File: src/rtl/jump_field_encoder.sv
// Encodes a 32-bit jump target into the 26-bit sign-extended jump field and
// flags targets that cannot be reproduced by sign-extension. Keeps delivery stats.
module jump_field_encoder #(
   parameter int unsigned CNT_W = 16
) (
   input  logic             clk,
   input  logic             reset_n,
   input  logic             in_valid,
   output logic             in_ready,
   input  logic [31:0]      target,
   output logic             out_valid,
   input  logic             out_ready,
   output logic [25:0]      imm26,
   output logic             out_of_range,
   output logic [CNT_W-1:0] enc_count,
   output logic [CNT_W-1:0] err_count
);

   typedef enum logic [1:0] {
      StIdle,
      StCheck,
      StDone
   } state_e;

   state_e           state_q, state_d;
   logic [31:0]      cap_q, cap_d;
   logic [25:0]      imm_q, imm_d;
   logic             oor_q, oor_d;
   logic [CNT_W-1:0] enc_q, enc_d;
   logic [CNT_W-1:0] err_q, err_d;
   logic             top_uniform;

   // Representable iff bits 31:25 are a pure sign extension of bit 25.
   assign top_uniform = (&cap_q[31:25]) | ~(|cap_q[31:25]);

   always_comb begin
      state_d = state_q;
      cap_d   = cap_q;
      imm_d   = imm_q;
      oor_d   = oor_q;
      enc_d   = enc_q;
      err_d   = err_q;
      unique case (state_q)
         StIdle: begin
            if (in_valid) begin
               cap_d   = target;
               state_d = StCheck;
            end
         end
         StCheck: begin
            imm_d   = cap_q[25:0];
            oor_d   = ~top_uniform;
            state_d = StDone;
         end
         StDone: begin
            if (out_ready) begin
               if (enc_q != '1) enc_d = enc_q + CNT_W'(1);
               if (oor_q && (err_q != '1)) err_d = err_q + CNT_W'(1);
               state_d = StIdle;
            end
         end
         default: state_d = StIdle;
      endcase
   end

   always_ff @(posedge clk or negedge reset_n) begin
      if (!reset_n) begin
         state_q <= StIdle;
         cap_q   <= '0;
         imm_q   <= '0;
         oor_q   <= 1'b0;
         enc_q   <= '0;
         err_q   <= '0;
      end else begin
         state_q <= state_d;
         cap_q   <= cap_d;
         imm_q   <= imm_d;
         oor_q   <= oor_d;
         enc_q   <= enc_d;
         err_q   <= err_d;
      end
   end

   // in_ready is gated by reset_n so it drops the moment reset asserts.
   assign in_ready     = reset_n & (state_q == StIdle);
   assign out_valid    = (state_q == StDone);
   assign imm26        = imm_q;
   assign out_of_range = oor_q;
   assign enc_count    = enc_q;
   assign err_count    = err_q;

endmodule

File: config.mk
export PLATFORM = sky130hd
export DESIGN_NAME = jump_field_encoder
export DESIGN_NICKNAME = d
export VERILOG_FILES = /design/src/rtl/jump_field_encoder.sv
export SDC_FILE = /design/constraint.sdc
export NUM_CORES = 1
export LEC_CHECK = 0
export CORE_ASPECT_RATIO = 2
export CORE_MARGIN = 8
export CORE_UTILIZATION = 49
export CTS_CLUSTER_DIAMETER = 40
export DETAILED_ROUTE_END_ITERATION = 16
export GPL_TIMING_DRIVEN = 0
export PLACE_DENSITY = 0.8
export RECOVER_POWER = 100
export SETUP_SLACK_MARGIN = 0.05
export SLEW_MARGIN = 20
export SYNTH_ARGS = -nofsm -noshare
export SYNTH_HDL_FRONTEND = slang
export SYNTH_SLANG_ARGS = --single-unit
export TNS_END_PERCENT = 30
File: constraint.sdc
create_clock -name clk -period 2.03 [get_ports clk]
set_input_delay 0.203 -clock clk [delete_from_list [all_inputs] [get_ports clk]]
set_output_delay 0.203 -clock clk [all_outputs]
set_load 0.02 [all_outputs]
==> metrics.log, run 1 <==
[metrics] clock network latency to the later pin of the worst-skew pair: 0.34 ns
[metrics] antenna violation net count after detailed routing: 0
[metrics] number of unique standard cell types used by synthesis: 39
[metrics] half-perimeter wire length after detailed placement: 6510 um
[metrics] via-per-instance ratio: 5.45
[metrics] vertical die dimension: 142 um
[metrics] Post-Synthesis Net Count: 316
[metrics] minimum setup slack in the final design: 0.0707 ns
[metrics] RR Startpoint: state_q[1]
[metrics] TritonRoute pass-1 iters: 4
[metrics] number of filler cells placed in the layout: 630
[metrics] PwrDens: 1330 mW/mm^2
[metrics] Post-Place Setup Slack: -0.122 ns
[metrics] post-route clock skew: 0.00605 ns
[metrics] Horiz. Die Dim: 79.2 um
[metrics] register bit total from synthesis: 93
[metrics] Synth Instances: 278
[metrics] number of buffers inserted during clock tree synthesis: 9
[metrics] Cell Count Post-Placement: 471
[metrics] I/O pin count: 97
[metrics] First DRT Iteration DRCs: 131
[metrics] initial cell density of the core: 0.499
[metrics] number of cells on the worst reg-to-reg path: 4
[metrics] data required time of the worst path: 1.83 ns
[metrics] Int Pwr: 4.73 mW
[metrics] largest net degree at the start of global routing: 55
[metrics] Wirelength per Cell: 18.1 um
[metrics] TritonCTS clock tree: built
[metrics] cell area after technology mapping: 0.00391 mm^2
[metrics] total grt overflow: 0
[metrics] part of the cycle the worst path needs: 0.965
[metrics] Std-Cell Core Area: 0.00783 mm^2
[metrics] Sequential Area: 0.00233 mm^2
[metrics] type of destination of the critical path: primary output
[metrics] Slew headroom: 0.378
[metrics] clock transition at the register clock pins on the worst setup and hold paths after CTS: 0.06 ns
[metrics] data arrival time of the critical path: 1.76 ns
[metrics] Area growth, synth to finish: 34.8%
[metrics] number of non-filler instances in the completed layout: 491
[metrics] worst-case clock buffer depth: 2
[metrics] Reg-to-Reg End: imm26[17]
[metrics] worst setup slack for register-to-register paths: 0.14 ns
[metrics] area of the multi-input gates: 0.00149 mm^2
[metrics] Critical Path End: in_ready
[metrics] Yosys warnings: 0
[metrics] maximum VDD drop: 0.000832 V
[metrics] RD Place Congestion: 0.812
[metrics] wire length of the first global-routing pass: 14,900 um
[metrics] critical path class: reg2out
[metrics] Overall Global Routing Usage: 0.170
[metrics] final design area excluding fillers: 0.00527 mm^2
[metrics] number of max-slew violations in the final report: 0
[metrics] number of inserted diodes: 0
[metrics] final setup violation count: 0
[metrics] max capacitance violation total: 0
[metrics] root buffer cell: sky130_fd_sc_hd__clkbuf_16
[metrics] clock period minus final worst setup slack: 1.96 ns
[metrics] run status: finished clean
[metrics] final routed wirelength across all metal layers: 8880 um
[metrics] FP Rows: 46
[metrics] mean instance size in the synthesized netlist: 14.1 um^2
[metrics] number of global-route vias before repair: 3,005
[metrics] die area: 0.0113 mm^2
[metrics] top library cells by usage in the layout, fill and taps aside: sky130_fd_sc_hd__dfrtp_1, sky130_fd_sc_hd__dlygate4sd3_1, sky130_fd_sc_hd__mux2_2
[metrics] switching share of power: 0.327
[metrics] unrepaired setup endpoints after global routing: yes
[metrics] maximum fanout count along the critical path: 7
[metrics] startpoint of the tightest hold check path: target[3]
[metrics] number of failing hold endpoints at the final stage: 0
[metrics] H-tree depth: 3
[metrics] net count of the finished layout: 429
[metrics] via count of the routed design: 2,677
[metrics] number of buffers inserted to repair setup after CTS: 0
[metrics] antenna violations before repair: 0
[metrics] critical path launch point type: register
[metrics] number of enable flip-flop cells after synthesis: 0
[metrics] commonest non-fill, non-tap cell in the layout: sky130_fd_sc_hd__dfrtp_1
[metrics] clock share of power: 0.212
[metrics] clock tree sinks: 93
[metrics] Setup TNS Final: 0 ns
[metrics] leakage power figure: 2.30 nW
[metrics] launch point of the worst path: state_q[1]
[metrics] path type of the worst min-delay path: in2reg
[metrics] switching power total: 2.30 mW
[metrics] Buffers on Ports: 96
[metrics] ys flop type: sky130_fd_sc_hd__dfrtp_1
[metrics] DRC violation count after routing: 0
[metrics] part of the Yosys area used for sequential elements: 0.595
[metrics] asr flop ratio synth: 1.00
[metrics] proportion of layout cells with a drive suffix above 1: 0.220
[metrics] share of total power in combinational logic: 0.353
[metrics] part of the power in registers: 0.434
[metrics] maximum frequency from static timing analysis: 510 MHz
[metrics] placed cell area: 0.00501 mm^2
[metrics] Worst Tran Pin Value: 0.933 ns
## power by group through the flow
stage                     Clock [mW]  Sequential (mW)  Combinational, mW
after floorplan                    0             3.41               1.11
after global placement             0             3.02               2.57
after detailed placement           0             3.10               2.66
after CTS                       1.53             3.08               2.70
after global routing            1.61             3.16               2.67
final                           1.49             3.05               2.48
## per-layer routing
layer	wire length (um)	GRT usage
met1	3380	0.183
met2	4430	0.276
met3	970	0.0867
met4	99	0.0610
met5	0	0
## critical path: stages, from the launching register on
cell	delay, ns
sky130_fd_sc_hd__dfrtp_2	0.47
sky130_fd_sc_hd__nor3b_1	0.29
sky130_fd_sc_hd__clkdlybuf4s50_1	0.66
## cell families after synthesis
kind of cell,synth area share
AOI/OAI and AO/OA,0.0192
xor gates and xnor gates,0.0560
adders and majority gates,0.00640
buffers and inverters,0.0134
DFF,0.595
muxes,0.176
and+or+nand+nor,0.134
## per-stage QoR
step	util	power, mW	hold slack [ns]
2_1_floorplan	-	4.52	-0.0926
3_3_place_gp	0.637	5.59	0.483
3_5_place_dp	0.641	5.75	0.209
4_1_cts	0.686	7.31	0.465
5_1_grt	0.673	7.44	0.471
6_report	0.673	7.03	0.475
## how the worst min path moves through the flow
stage	endpoint	slack [ns]	depth (start not counted)
floorplan	cap_q[0]	-0.09	0
global placement	imm26[16]	0.48	1
detailed placement	enc_count[10]	0.21	1
CTS	cap_q[3]	0.47	2
global route	cap_q[10]	0.47	2
finish	cap_q[3]	0.47	2
## final cells by class
cell class | count | area share
clock buffer | 13 | 0.0475
buffer | 7 | 0.00665
tap | 96 | 0.0228
clock inverter | 2 | 0.00190
sequential | 93 | 0.442
inverter | 4 | 0.00285
timing repair buffer | 102 | 0.194
multi-input combinational | 174 | 0.283
## timing repair
action,CTS,global route
hold endpoints to repair,39,0
hold buffers,5,0
setup endpoints to repair,2,2
resized for setup,2,2
## sequential cells by signal, indices dropped and copies added (netlist names)
name          flops
err_count        16
state_q           2
enc_count        16
cap_q            32
out_of_range      1
imm26            26
## cells in the mapped netlist (3+ instances only)
cell type                  n  area [um^2]
sky130_fd_sc_hd__nor3_1    4         20.0
sky130_fd_sc_hd__o21ai_0   3         15.0
sky130_fd_sc_hd__mux2_1    3         33.8
sky130_fd_sc_hd__and3_1    3         18.8
sky130_fd_sc_hd__nor3_2    3         30.0
sky130_fd_sc_hd__inv_1     4         15.0
sky130_fd_sc_hd__mux2_2   58          653
sky130_fd_sc_hd__nand3_1  10         50.1
sky130_fd_sc_hd__dfrtp_1  93         2330
sky130_fd_sc_hd__nand4_1  14         87.6
sky130_fd_sc_hd__nor2_1    7         26.3
sky130_fd_sc_hd__xnor2_1  18          158
sky130_fd_sc_hd__buf_2     6         30.0
sky130_fd_sc_hd__xor2_1    7         61.3
sky130_fd_sc_hd__nand2_1  12         45.0
(Power assumes the default switching activity.)
==> run 2, diff against run 1 <==
Settings changed: ABC_CLOCK_PERIOD_IN_PS set to 2029, GPL_ROUTABILITY_DRIVEN set to 0.
==> results of run 2 <==
Final layout, timing and power as in run 1 (identical DEF).
